<file path="src/rtl/agc_ones_alu_seq.sv">
// agc_ones_alu_seq: multi-cycle ones'-complement AD/SU/MASK/CCS/MP sequencer with S2 overflow tracking.
// Define AGC_ALU_DV_EN to build the restoring divider for op 5; without it op 5 reports illegal.
module agc_ones_alu_seq #(
   parameter int WIDTH = 15
) (
   input  logic             clk,
   input  logic             reset,
   input  logic             start,
   input  logic [2:0]       op,
   input  logic [WIDTH-1:0] a_in,
   input  logic [WIDTH-1:0] l_in,
   input  logic [WIDTH-1:0] g_in,
   output logic             ready,
   output logic             busy,
   output logic             done,
   output logic [WIDTH-1:0] a_out,
   output logic [WIDTH-1:0] l_out,
   output logic             ovf,
   output logic             s2,
   output logic [1:0]       ccs_skip,
   output logic             illegal
);

   localparam int M  = WIDTH - 1;
   localparam int CW = $clog2(WIDTH);
   localparam logic [CW-1:0]    CNT_LAST = CW'(M - 1);
   localparam logic [CW-1:0]    CNT_ONE  = CW'(1);
   localparam logic [WIDTH-1:0] W_ONE    = {{(WIDTH-1){1'b0}}, 1'b1};

   localparam logic [2:0] OP_AD   = 3'd0;
   localparam logic [2:0] OP_SU   = 3'd1;
   localparam logic [2:0] OP_MASK = 3'd2;
   localparam logic [2:0] OP_CCS  = 3'd3;
   localparam logic [2:0] OP_MP   = 3'd4;
`ifdef AGC_ALU_DV_EN
   localparam logic [2:0] OP_DV   = 3'd5;
`endif

   typedef enum logic [1:0] {
      IDLE = 2'd0,
      EXEC = 2'd1,
      ITER = 2'd2,
      DONE = 2'd3
   } state_t;

   function automatic logic [M-1:0] mag(input logic [WIDTH-1:0] w);
      if (w[M]) begin
         mag = ~w[M-1:0];
      end else begin
         mag = w[M-1:0];
      end
   endfunction

   function automatic logic [WIDTH-1:0] signed_word(input logic sgn, input logic [M-1:0] m);
      if (sgn) begin
         signed_word = {1'b1, ~m};
      end else begin
         signed_word = {1'b0, m};
      end
   endfunction

   // Sign-extended add with end-around carry; bit WIDTH of the result is S2.
   function automatic logic [WIDTH:0] oc_add(input logic [WIDTH-1:0] x, input logic [WIDTH-1:0] y);
      logic [WIDTH+1:0] raw;
      raw    = {1'b0, x[M], x} + {1'b0, y[M], y};
      oc_add = raw[WIDTH:0] + {{WIDTH{1'b0}}, raw[WIDTH+1]};
   endfunction

   state_t           state_r, state_nx_s;
   logic [2:0]       op_r;
   logic [WIDTH-1:0] a_r, g_r;
   logic [CW-1:0]    cnt_r;
   logic [M:0]       hi_r;
   logic [M-1:0]     lo_r, dvsr_r;
   logic             busy_r, done_r;
   logic [WIDTH-1:0] a_out_r, l_out_r;
   logic             ovf_r, s2_r, illegal_r;
   logic [1:0]       ccs_skip_r;

   logic [WIDTH:0]   sum_ad_s, sum_su_s;
   logic [M-1:0]     mag_a_s, mag_g_s;
   logic             sp_s, iter_op_s;
   logic [M:0]       mp_add_s, mp_hi_s, step_hi_s;
   logic [M-1:0]     mp_lo_s, step_lo_s;

   assign sum_ad_s = oc_add(a_r, g_r);
   assign sum_su_s = oc_add(a_r, ~g_r);
   assign mag_a_s  = mag(a_r);
   assign mag_g_s  = mag(g_r);
   assign sp_s     = a_r[M] ^ g_r[M];

   // Shift-add multiply: {hi,lo} is the 2M+1 bit partial product, multiplier consumed from lo.
   assign mp_add_s = hi_r + (lo_r[0] ? {1'b0, dvsr_r} : {(M+1){1'b0}});
   assign mp_hi_s  = {1'b0, mp_add_s[M:1]};
   assign mp_lo_s  = {mp_add_s[0], lo_r[M-1:1]};

`ifdef AGC_ALU_DV_EN
   logic [WIDTH-1:0] l_r;
   logic [M-1:0]     mag_l_s;
   logic             dv_ovf_s, dv_fit_s;
   logic [M:0]       dv_shift_s, dv_hi_s;
   logic [M-1:0]     dv_lo_s;

   assign mag_l_s    = mag(l_r);
   assign dv_ovf_s   = (mag_a_s >= mag_g_s);
   // Restoring step: {remainder,quotient} shifts left, trial subtract sets the quotient bit.
   assign dv_shift_s = {hi_r[M-1:0], lo_r[M-1]};
   assign dv_fit_s   = (dv_shift_s >= {1'b0, dvsr_r});
   assign dv_hi_s    = dv_fit_s ? (dv_shift_s - {1'b0, dvsr_r}) : dv_shift_s;
   assign dv_lo_s    = {lo_r[M-2:0], dv_fit_s};
   assign iter_op_s  = (op_r == OP_MP) || ((op_r == OP_DV) && !dv_ovf_s);
   assign step_hi_s  = (op_r == OP_MP) ? mp_hi_s : dv_hi_s;
   assign step_lo_s  = (op_r == OP_MP) ? mp_lo_s : dv_lo_s;
`else
   assign iter_op_s  = (op_r == OP_MP);
   assign step_hi_s  = mp_hi_s;
   assign step_lo_s  = mp_lo_s;
`endif

   // Next-state logic.
   always_comb begin
      state_nx_s = state_r;
      case (state_r)
         IDLE: begin
            if (start) begin
               state_nx_s = EXEC;
            end else begin
               state_nx_s = IDLE;
            end
         end
         EXEC: begin
            if (iter_op_s) begin
               state_nx_s = ITER;
            end else begin
               state_nx_s = DONE;
            end
         end
         ITER: begin
            if (cnt_r == CNT_LAST) begin
               state_nx_s = DONE;
            end else begin
               state_nx_s = ITER;
            end
         end
         DONE:    state_nx_s = IDLE;
         default: state_nx_s = IDLE;
      endcase
   end

   // State register and registered handshake flags.
   always_ff @(posedge clk or posedge reset) begin
      if (reset) begin
         state_r <= IDLE;
         busy_r  <= 1'b0;
         done_r  <= 1'b0;
      end else begin
         state_r <= state_nx_s;
         busy_r  <= (state_nx_s != IDLE);
         done_r  <= (state_nx_s == DONE);
      end
   end

   // Operand capture, iteration registers and result writeback.
   always_ff @(posedge clk or posedge reset) begin
      if (reset) begin
         op_r       <= 3'd0;
         a_r        <= '0;
         g_r        <= '0;
`ifdef AGC_ALU_DV_EN
         l_r        <= '0;
`endif
         cnt_r      <= '0;
         hi_r       <= '0;
         lo_r       <= '0;
         dvsr_r     <= '0;
         a_out_r    <= '0;
         l_out_r    <= '0;
         ovf_r      <= 1'b0;
         s2_r       <= 1'b0;
         illegal_r  <= 1'b0;
         ccs_skip_r <= 2'd0;
      end else begin
         case (state_r)
            IDLE: begin
               if (start) begin
                  op_r <= op;
                  a_r  <= a_in;
                  g_r  <= g_in;
`ifdef AGC_ALU_DV_EN
                  l_r  <= l_in;
`endif
               end
            end
            EXEC: begin
               cnt_r <= '0;
               case (op_r)
                  OP_AD: begin
                     a_out_r   <= {sum_ad_s[WIDTH], sum_ad_s[M-1:0]};
                     ovf_r     <= sum_ad_s[WIDTH] ^ sum_ad_s[M];
                     s2_r      <= sum_ad_s[WIDTH];
                     illegal_r <= 1'b0;
                  end
                  OP_SU: begin
                     a_out_r   <= {sum_su_s[WIDTH], sum_su_s[M-1:0]};
                     ovf_r     <= sum_su_s[WIDTH] ^ sum_su_s[M];
                     s2_r      <= sum_su_s[WIDTH];
                     illegal_r <= 1'b0;
                  end
                  OP_MASK: begin
                     a_out_r   <= a_r & g_r;
                     ovf_r     <= 1'b0;
                     s2_r      <= a_r[M] & g_r[M];
                     illegal_r <= 1'b0;
                  end
                  OP_CCS: begin
                     ovf_r     <= 1'b0;
                     s2_r      <= g_r[M];
                     illegal_r <= 1'b0;
                     if (g_r == '0) begin
                        a_out_r    <= '0;
                        ccs_skip_r <= 2'd1;
                     end else if (&g_r) begin
                        a_out_r    <= '0;
                        ccs_skip_r <= 2'd3;
                     end else if (g_r[M]) begin
                        a_out_r    <= ~g_r - W_ONE;
                        ccs_skip_r <= 2'd2;
                     end else begin
                        a_out_r    <= g_r - W_ONE;
                        ccs_skip_r <= 2'd0;
                     end
                  end
                  OP_MP: begin
                     hi_r   <= '0;
                     lo_r   <= mag_g_s;
                     dvsr_r <= mag_a_s;
                  end
`ifdef AGC_ALU_DV_EN
                  OP_DV: begin
                     if (dv_ovf_s) begin
                        a_out_r   <= {sp_s, {M{1'b1}}};
                        ovf_r     <= 1'b1;
                        s2_r      <= sp_s;
                        illegal_r <= 1'b0;
                     end else begin
                        hi_r   <= {1'b0, mag_a_s};
                        lo_r   <= mag_l_s;
                        dvsr_r <= mag_g_s;
                     end
                  end
`endif
                  default: illegal_r <= 1'b1;
               endcase
            end
            ITER: begin
               hi_r  <= step_hi_s;
               lo_r  <= step_lo_s;
               cnt_r <= cnt_r + CNT_ONE;
               if (cnt_r == CNT_LAST) begin
                  ovf_r     <= 1'b0;
                  s2_r      <= sp_s;
                  illegal_r <= 1'b0;
`ifdef AGC_ALU_DV_EN
                  if (op_r == OP_MP) begin
                     a_out_r <= signed_word(sp_s, step_hi_s[M-1:0]);
                     l_out_r <= signed_word(sp_s, step_lo_s);
                  end else begin
                     a_out_r <= signed_word(sp_s, step_lo_s);
                     l_out_r <= signed_word(a_r[M], step_hi_s[M-1:0]);
                  end
`else
                  a_out_r <= signed_word(sp_s, step_hi_s[M-1:0]);
                  l_out_r <= signed_word(sp_s, step_lo_s);
`endif
               end
            end
            DONE: begin
               cnt_r <= '0;
            end
            default: begin
               cnt_r <= '0;
            end
         endcase
      end
   end

   assign busy     = busy_r;
   assign ready    = ~busy_r;
   assign done     = done_r;
   assign a_out    = a_out_r;
   assign l_out    = l_out_r;
   assign ovf      = ovf_r;
   assign s2       = s2_r;
   assign ccs_skip = ccs_skip_r;
   assign illegal  = illegal_r;

endmodule

</file>
<file path="config.mk">
export PLATFORM = sky130hd
export DESIGN_NAME = agc_ones_alu_seq
export DESIGN_NICKNAME = d
export VERILOG_FILES = /design/src/rtl/agc_ones_alu_seq.sv
export SDC_FILE = /design/constraint.sdc
export NUM_CORES = 1
export LEC_CHECK = 0
export CORE_ASPECT_RATIO = 1.2
export CORE_MARGIN = 5
export CORE_UTILIZATION = 59
export DETAILED_ROUTE_END_ITERATION = 7
export GPL_TIMING_DRIVEN = 0
export HOLD_SLACK_MARGIN = 0.06
export PLACE_DENSITY = 0.82
export SETUP_SLACK_MARGIN = 0.05
export SYNTH_ARGS = -nofsm -noshare
export SYNTH_HDL_FRONTEND = slang
export SYNTH_SLANG_ARGS = --single-unit
</file>
<file path="constraint.sdc">
create_clock -name clk -period 5.15 [get_ports clk]
set_input_delay 0.7725 -clock clk [delete_from_list [all_inputs] [get_ports clk]]
set_output_delay 0.7725 -clock clk [all_outputs]
set_load 0.03 [all_outputs]
</file>
==> results of run 1 <==
-- sequential cells by signal (all words and copies together) (netlist names), 3 cells and up --
name and flops:
hi_r 14, op_r 3, cnt_r 4, g_r 15, dvsr_r 14, lo_r 14
l_out 15, a_out 15, a_r 15
-- worst reg2reg max path, stage by stage, from the launching register on --
cell	delay (ns)
dfrtp_1	0.34
clkbuf_1	0.40
inv_1	0.14
ha_1	0.45
nand2_1	0.17
o21a_1	0.24
o21a_1	0.24
o31ai_4	0.39
a21o_1	0.21
ha_1	0.20
nand2_1	0.10
nor2b_1	0.43
nand2_1	0.11
inv_1	0.11
nand4_4	0.13
o21a_1	0.22
a2111oi_2	0.35
a21oi_1	0.16
nor3_2	0.24
o211ai_1	0.11
-- through the flow --
stage / setup TNS (ns) / utilization / hold slack (ns) / cells / setup WS, ns
after floorplan: 0 / - / 0.442 / 1057 / 1.09
after global placement: -39.00 / 0.664 / 0.462 / 1338 / -0.340
after detailed placement: -0.0961 / 0.666 / 0.467 / 1339 / -0.0790
after CTS: 0 / 0.703 / 0.482 / 1370 / 0.233
after global routing: 0 / 0.704 / 0.491 / 1371 / 0.108
final: 0 / 0.704 / 0.476 / 1371 / 0.263
-- metal layers --
layer  routed length (µm)  track usage  vias up
met5                    0            0        -
met4                 1530        0.162        0
met3                 1880       0.0416       78
met2                12800        0.497      388
met1                11100        0.372     3995
li1                     -            -     3943
-- area by class of cell --
| class | instances | area [µm²] |
|---|---|---|
| multi-input combinational | 831 | 5920 |
| fill | 1222 | 4610 |
| sequential | 118 | 2950 |
| timing repair buffer | 75 | 766 |
| clock buffer | 18 | 439 |
| buffer | 64 | 325 |
| tap | 208 | 260 |
| inverter | 43 | 166 |
| clock inverter | 14 | 140 |
-- cell families (layout without fill, tap and decap cells) --
logic type | count (synthesis) | count (layout) | share of synthesized area
adders and majority gates | 61 | 61 | 0.0840
buffers and inverters | 108 | 214 | 0.0525
AOI/OAI and AO/OA | 271 | 271 | 0.198
and+or+nand+nor | 340 | 340 | 0.189
xor gates and xnor gates | 124 | 124 | 0.119
DFF | 118 | 118 | 0.316
muxes | 35 | 35 | 0.0419
-- repair_timing --
action	CTS	global route
setup buffers	0	1
gates resized for setup	1	1
pin swaps	0	1
endpoints found under the setup margin	2	4
-- worst paths after layout --
| path | start | end | slack (ns) |
|---|---|---|---|
| max in group asynchronous | reset | g_r[9] | 3.71 |
| worst max register to register | g_r[7] | a_out[14] | 0.26 |
| worst min-delay path | a_out[1] | a_out[1] | 0.48 |
| worst max-delay path | g_r[7] | a_out[14] | 0.26 |
| worst min register to register | a_out[1] | a_out[1] | 0.48 |
| min in group asynchronous | reset | hi_r[5] | 0.75 |
-- cell usage in the layout (no fill, tap or decap), types with 7 or more instances in the layout --
| cell type | count |
|---|---|
| dfrtp_1 | 118 |
| nand2_1 | 114 |
| xnor2_1 | 83 |
| o21ai_0 | 75 |
| clkdlybuf4s50_1 | 73 |
| nor2_1 | 71 |
| ha_1 | 58 |
| a21oi_1 | 57 |
| clkbuf_1 | 41 |
| inv_1 | 41 |
| xor2_1 | 39 |
| mux2_2 | 33 |
| nor3_1 | 25 |
| and2_1 | 21 |
| nand3_1 | 18 |
| clkbuf_16 | 17 |
| nand4_1 | 13 |
| a22o_1 | 13 |
| nor2b_1 | 12 |
| o31ai_1 | 10 |
| a21o_1 | 9 |
| a22oi_1 | 8 |
| o21ai_1 | 8 |
| nand2b_1 | 8 |
| a221oi_1 | 7 |
| o21a_1 | 7 |
| or3_1 | 7 |
| buf_1 | 7 |
| inv_6 | 7 |
==> run metrics, run 1 <==
most frequent cells after synthesis dfrtp_1 (118), nand2_1 (114), xnor2_1 (83); drt wl/cell 19.9 µm; post-placement cell area 10,400 µm²; GRT Total Usage 0.297; Peak Freq 205 MHz; Vert. Die Dim 148 µm; Distinct cells, synth 98; die area 18,500 µm²; Port Buffers 73; EDFF count, synth 0; final instance area 11,000 µm²; Req. time, crit path 5.45 ns; syn avg cell area 8.84 µm²; count of state elements after synthesis 118; CTS H-tree depth 4; nets 1,262; final worst-path cycle share 0.949; most common cell in the netlist dfrtp_1; largest net degree at the start of global routing 69; Final Skew 0.00816 ns; area delta synth->final 17.3%; maxcap violations 0; CTS root buf clkbuf_16; critical-path cell list clkbuf_1 > inv_1 > ha_1 > nand2_1 > o21a_1 > o21a_1 > o31ai_4 > a21o_1 > ha_1 > nand2_1 > nor2b_1 > nand2_1 > inv_1 > nand4_4 > o21a_1 > a2111oi_2 > a21oi_1 > nor3_2 > o211ai_1; drt total wl 27.3 mm; clock sink total 118; crit end category register; post-route minimum period 4.89 ns; Pre-Repair DR Iteration Count 5; Area contributors post-synth dfrtp_1 (32%), xnor2_1 (7.8%), ha_1 (7.8%), nand2_1 (4.6%), o21ai_0 (4.0%); Synth Net Count 1,169; drt via density 6.13; Critical Path AT 5.19 ns; Yosys top cell area share 0.316; Max FO, Critical Path 8; WS Path Type reg -> reg; largest area contributor in the netlist dfrtp_1; Hold Path Depth 2; CTS tree done; Post-Syn Instances 1,057; sequential element share of the synthesized area 0.316; # DRC 0; Slew Limit Headroom 0.495; post-route ant nets 0; status finished clean; share of layout cells above drive strength 1 0.104; most used flip-flop cell after synthesis dfrtp_1; Worst Hold Class reg -> reg; core region area 15,600 µm²; final hold viol count 0; Final setup violation count 0; Hold-fix buffers, CTS 0; Post-Syn Area 9350 µm²; RSZ-0062 raised after global routing no; CP delay by family, top compound AO/OA/AOI/OAI gates; n_diodes 0; dpl hpwl 21.8 mm; via count 8,404; clk buf depth 2; global-route wire length before repair 43.0 mm; worst-margin pin slew 0.758 ns; Worst path depth 19; R2R cell count 19; initial antenna violation count 0; TritonCTS Buffers 17; Critical Path Source Type register; remaining global-route overflow 0; initial drt markers 712; clock latency on the worst-skew pair 0.43 ns; number of global-route vias before repair 7,982; Placer Congestion 0.976; cell row count 50; Warnings, synthesis 0; Initial Util 0.600; Worst-path clk slew 0.06 ns; Slowest Stage Delay on Critical Path 0.45 ns; die width 125 µm; Slowest cell on crit path ha_1; # IOs 89; WP buf/inv 3; ys async rst share 1.00; Pins Over Slew Limit 0
Power of run 1 is not shown: default switching activity piles up to over one toggle a cycle in this logic, so the estimate is an artifact.
==> run 2, diff against run 1 <==
- CAP_MARGIN: not set -> 10
- HOLD_SLACK_MARGIN: 0.06 -> 0.05
==> results of run 2 <==
The final DEF is identical to that of run 1; final timing and power are the same.
Power of run 2 is left out for the same reason.
==> run 3, diff against run 2 <==
- TNS_END_PERCENT: not set -> 50
==> run 3 against run 2 <==
Net effect:
- non-clock buffer count is 1 lower
- register-to-register slack better by 0.02 ns
- via count is 0.14% lower
- critical endpoint unchanged
- cell count hardly changed
- sequential share of layout area hardly changed
- clock-buffer cell count stayed put
- wire length is 0.20% lower
==> run metrics, run 3 (synthesized netlist as in run 1, its figures left out) <==
initial antenna violation count 0; WS Path Type reg -> reg; post-route ant nets 0; Peak Freq 206 MHz; CTS tree done; Vert. Die Dim 148 µm; clk buf depth 2; Hold-fix buffers, CTS 0; drt via density 6.13; global-route wire length before repair 43.0 mm; final hold viol count 0; R2R Setup Slk 0.28 ns; Pins Over Slew Limit 0; share of layout cells above drive strength 1 0.103; RSZ-0062 raised after global routing yes; FF-to-FF End a_out[14]; largest net degree at the start of global routing 69; TritonCTS Buffers 17; # IOs 89; GRT Total Usage 0.297; Critical Path AT 5.16 ns; placed insts 1,339; final worst-path cycle share 0.945; Slew Limit Headroom 0.503; clock sink total 118; most frequent cells in the layout dfrtp_1 (118), nand2_1 (114), xnor2_1 (83); Initial Util 0.600; leading cell type in the layout, fill and taps excluded dfrtp_1; Final Skew 0.00952 ns; Final setup violation count 0; HP Start a_out[1]; Hold Path Depth 2; Fill cells 1,222; clock latency on the worst-skew pair 0.43 ns; R2R cell count 19; status finished clean; die width 125 µm; Hold Path End a_out[1]; core region area 15,600 µm²; die area 18,500 µm²; Critical Path Source Type register; CTS root buf clkbuf_16; maxcap violations 0; dpl hpwl 21.8 mm; number of global-route vias before repair 7,982; post-route minimum period 4.87 ns; nets 1,261; drt total wl 27.3 mm; Placer Congestion 0.976; remaining global-route overflow 0; n_diodes 0; area delta synth->final 17.3%; worst-margin pin slew 0.745 ns; Port Buffers 73; Worst Hold Class reg -> reg; crit end category register; Req. time, crit path 5.45 ns; Max FO, Critical Path 8; Non-Filler Instances 1,370; cell row count 50; initial drt markers 705; via count 8,392; Worst-path clk slew 0.06 ns; Crit Reg-Reg Startpoint g_r[7]; drt wl/cell 19.9 µm; CTS H-tree depth 4; Setup Fix Bufs, Post-CTS 0; Pre-Repair DR Iteration Count 5; # DRC 0
-- run 3: worst max-delay path by stage --
stage	start	end	slack, ns	cells after the start
4_1_cts	g_r[10]	a_out[14]	0.23	20
2_1_floorplan	g_r[14]	a_out[14]	1.09	18
6_report	g_r[7]	a_out[14]	0.28	19
3_3_place_gp	reset	g_r[12]	-0.34	2
5_1_grt	g_r[5]	a_out[9]	0.004	18
3_5_place_dp	g_r[14]	a_out[14]	-0.08	18
-- run 3: worst max-delay path, stage by stage, from the launching register on --
cell,delay (ns)
dfrtp_1,0.34
clkbuf_1,0.40
inv_1,0.14
ha_1,0.45
nand2_1,0.17
o21a_1,0.24
o21a_1,0.24
o31ai_4,0.37
a21o_1,0.21
ha_1,0.20
nand2_1,0.09
nor2b_1,0.44
nand2_1,0.11
inv_1,0.11
nand4_4,0.13
o21a_1,0.22
a2111oi_2,0.35
a21oi_1,0.16
nor3_2,0.24
o211ai_1,0.11
-- run 3: final cells by class --
class / instances / area (µm²) / area share
multi-input combinational: 831 / 5920 / 0.540
clock buffer: 18 / 439 / 0.0401
clock inverter: 14 / 140 / 0.0128
timing repair buffer: 74 / 758 / 0.0692
buffer: 64 / 325 / 0.0297
tap: 208 / 260 / 0.0237
inverter: 43 / 166 / 0.0152
sequential: 118 / 2950 / 0.269
-- run 3: stage by stage --
stage	setup TNS [ns]	instance area [µm²]	worst slack (ns)	utilization	hold WS, ns
6_report	0	11000	0.285	0.704	0.476
5_1_grt	0	11000	0.00448	0.704	0.491
4_1_cts	0	11000	0.233	0.703	0.482
3_5_place_dp	-0.0961	10400	-0.0790	0.666	0.467
3_3_place_gp	-39.00	10300	-0.340	0.664	0.462
2_1_floorplan	0	9350	1.09	-	0.442
-- run 3: routing by layer --
metal | GRT usage | vias up | part of all wire
met1 | 0.372 | 3993 | 0.41
li1 | - | 3934 | -
met3 | 0.0416 | 83 | 0.065
met2 | 0.497 | 382 | 0.47
met5 | 0 | - | 0
met4 | 0.162 | 0 | 0.056
-- run 3: timing repair --
item / CTS / global route
pin swaps: 0 / 1
resized for setup: 1 / 1
setup endpoints to repair: 2 / 4
Power of run 3 is left out for the same reason.
==> RTL change: new RTL, settings of run 1 <==
Build with the macro `AGC_ALU_DV_EN` defined.
--- a/src/rtl/agc_ones_alu_seq.sv
+++ b/src/rtl/agc_ones_alu_seq.sv
@@ -1,5 +1,7 @@
 // agc_ones_alu_seq: multi-cycle ones'-complement AD/SU/MASK/CCS/MP sequencer with S2 overflow tracking.
 // Define AGC_ALU_DV_EN to build the restoring divider for op 5; without it op 5 reports illegal.
+`define AGC_ALU_DV_EN
+
 module agc_ones_alu_seq #(
    parameter int WIDTH = 15
 ) (
Behaviour: not the same (Yosys sat finds a counterexample within 4 cycles, from zero or initial values and one cycle with reset high).
==> RTL change against run 1 <==
- utilization is 1.8 points lower
- count of clock-buffer cells in the layout is 1 lower
- sequential cell count grew 16
- routed wire length is 61% higher
- cell area is 30% higher
- via count up 47%
- synthesized area is 33% higher
- setup slack better by 0.010 ns
Power is left out: the tool's default activity adds up to more than one toggle a clock period on the data nets, which glitch-free logic cannot reach.
==> RTL change: results (changes against run 1) <==
share of cells above drive strength 1 7.609% (was 10.40%); # port buffers 88 (was 73); H-Tree Depth 4 (unchanged); All-Layer GR Usage 36.36% (was 29.67%); R2R Path End ovf (was a_out[14]); Worst-path clk slew 0.07 ns; status completed (unchanged); sequential share of the synthesized area 27.05% (was 31.58%); Synth Area per Inst 8.072 um^2 (was 8.845 um^2); 1st-iter DRT viols 1,264 (was 712); post-place setup slack -1.048 ns (was -0.07904 ns); CTS buffer count 17 (unchanged); Worst EP arrival 5.18 ns (was 5.19 ns); asr flop ratio synth 100.0% (unchanged); first-pass GRT wire length 67,630 um (was 43,020 um); Antenna Cells 0 (unchanged); root buf cell clkbuf_16 (unchanged); Clock Sinks 134 (was 118); max_slew headroom 17.72% (was 49.47%); routability cong. 1.031 (was 0.9764); Netlist cell types 81 (was 98); vias per inst 6.434 (was 6.130); final wirelength 43,890 um (was 27,330 um); Layout Nets 1,784 (was 1,262); Post-Layout Cell Count 1,926 (was 1,371); vias in the first global route 12,170 (was 7,982); Clk Latency, worst-skew pair 0.43 ns (about the same); Hold EP a_out[7] (was a_out[1]); worst hold slack 0.4837 ns (was 0.4761 ns); first-pass detailed-route iteration total 7 (was 5); initial antenna violation count 0 (unchanged); post-CTS setup buffers 0 (unchanged); Worst R2R Start g_r[8] (was g_r[7]); synth cell count leaders 144 x nand2_1, 134 x dfrtp_1, 128 x a21oi_1 (was 118 x dfrtp_1, 114 x nand2_1, 83 x xnor2_1); critical-path maximum fanout 10 (was 8); Final HPWL DP 34,960 um (was 21,750 um); R2R cell count 20 (was 19); Reg2Reg Setup Slack 0.27 ns; Syn Nets 1,677 (was 1,169); setup violators final 0 (unchanged); Hold/Removal Path Class flop to flop (unchanged); hold depth 2 (unchanged); Synthesis Warnings 0 (unchanged); hold_sp a_out[7] (was a_out[1]); largest net degree at the start of global routing 91 (was 69); synth top area cells dfrtp_1 27%, ha_1 8.7%, xnor2_1 6.4% (was dfrtp_1 32%, xnor2_1 7.8%, ha_1 7.8%); Max Root-Sink Buffers 2 (unchanged); fill cell count 1,722 (was 1,222); Layout Skew 0.01310 ns (was 0.008160 ns)
## RTL change: changes by cell type in the layout (fill, tap and decap cells not counted), sizes merged, moves of 19 or more
| cell | run 1 | this run |
|---|---|---|
| a211oi | 6 | 25 |
| a21oi | 57 | 128 |
| a31oi | 2 | 22 |
| clkbuf | 61 | 87 |
| ha | 58 | 86 |
| inv | 50 | 78 |
| mux2 | 33 | 54 |
| nand2 | 114 | 144 |
| nand3 | 18 | 39 |
| nor2 | 71 | 122 |
| o21ai | 83 | 120 |
## RTL change: logic make-up after synthesis
logic type	share of synthesized area, %
simple gates	19.92
compound gates	22.15
fa+ha+maj	9.325
buf+inv	5.056
flops	27.05
xor+xnor	10.38
mux	6.116
## RTL change: layout make-up
cell class                 count  share of cell area [%]
multi-input combinational   1239                   59.06
timing repair buffer          89                   6.361
clock buffer                  17                   2.979
clock inverter                15                   1.262
buffer                        92                   2.620
sequential                   134                   23.48
tap                          270                   2.366
inverter                      70                   1.875
## RTL change: critical path, cell delays in order (launching register included)
cell and delay (ns):
dfrtp_1 0.52, inv_1 0.08, ha_1 0.38, buf_2 0.25, nand4_1 0.22, nor2_2 0.26, a2111oi_2 0.11, nor2_1 0.29
a21oi_1 0.12, o21ai_0 0.30, a21o_1 0.18, ha_1 0.20, ha_1 0.22, nand2_1 0.09, nand4b_1 0.26, nor3_1 0.18
a21oi_1 0.11, or4b_1 0.52, o211a_1 0.16, a32oi_1 0.20, nand3_1 0.09
## RTL change: how the worst max path moves through the flow
| stage | from | to | slack, ns | cells past startpoint |
|---|---|---|---|---|
| after CTS | g_r[14] | ovf | 0.09 | 18 |
| final | g_r[8] | ovf | 0.27 | 20 |
| after global placement | reset | a_r[0] | -1.23 | 2 |
| after floorplan | g_r[14] | ovf | 0.28 | 19 |
| after global routing | g_r[8] | ovf | 0.07 | 20 |
| after detailed placement | g_r[14] | ovf | -1.05 | 19 |
## RTL change: timing repair
| action | in CTS | in global routing |
|---|---|---|
| resized for setup | 5 | 14 |
| setup endpoints to repair | 17 | 6 |
| hold buffers | 0 | 0 |
## RTL change: stage by stage
step                      instance area [um^2]  setup TNS [ns]
after global routing                     14280               0
final                                    14280               0
after detailed placement                 13650          -10.97
after global placement                   13620         -171.31
after CTS                                14260               0
after floorplan                          12400               0
## RTL change: layer usage
layer	up-vias	track usage, %	routed length [um]	share of wire (%)
li1	5710	-	-	-
met2	624	60.24	20690	47
met4	0	26.91	4171	9.5
met1	5845	42.50	16290	37
met3	213	5.199	2737	6.2
met5	-	0	0	0
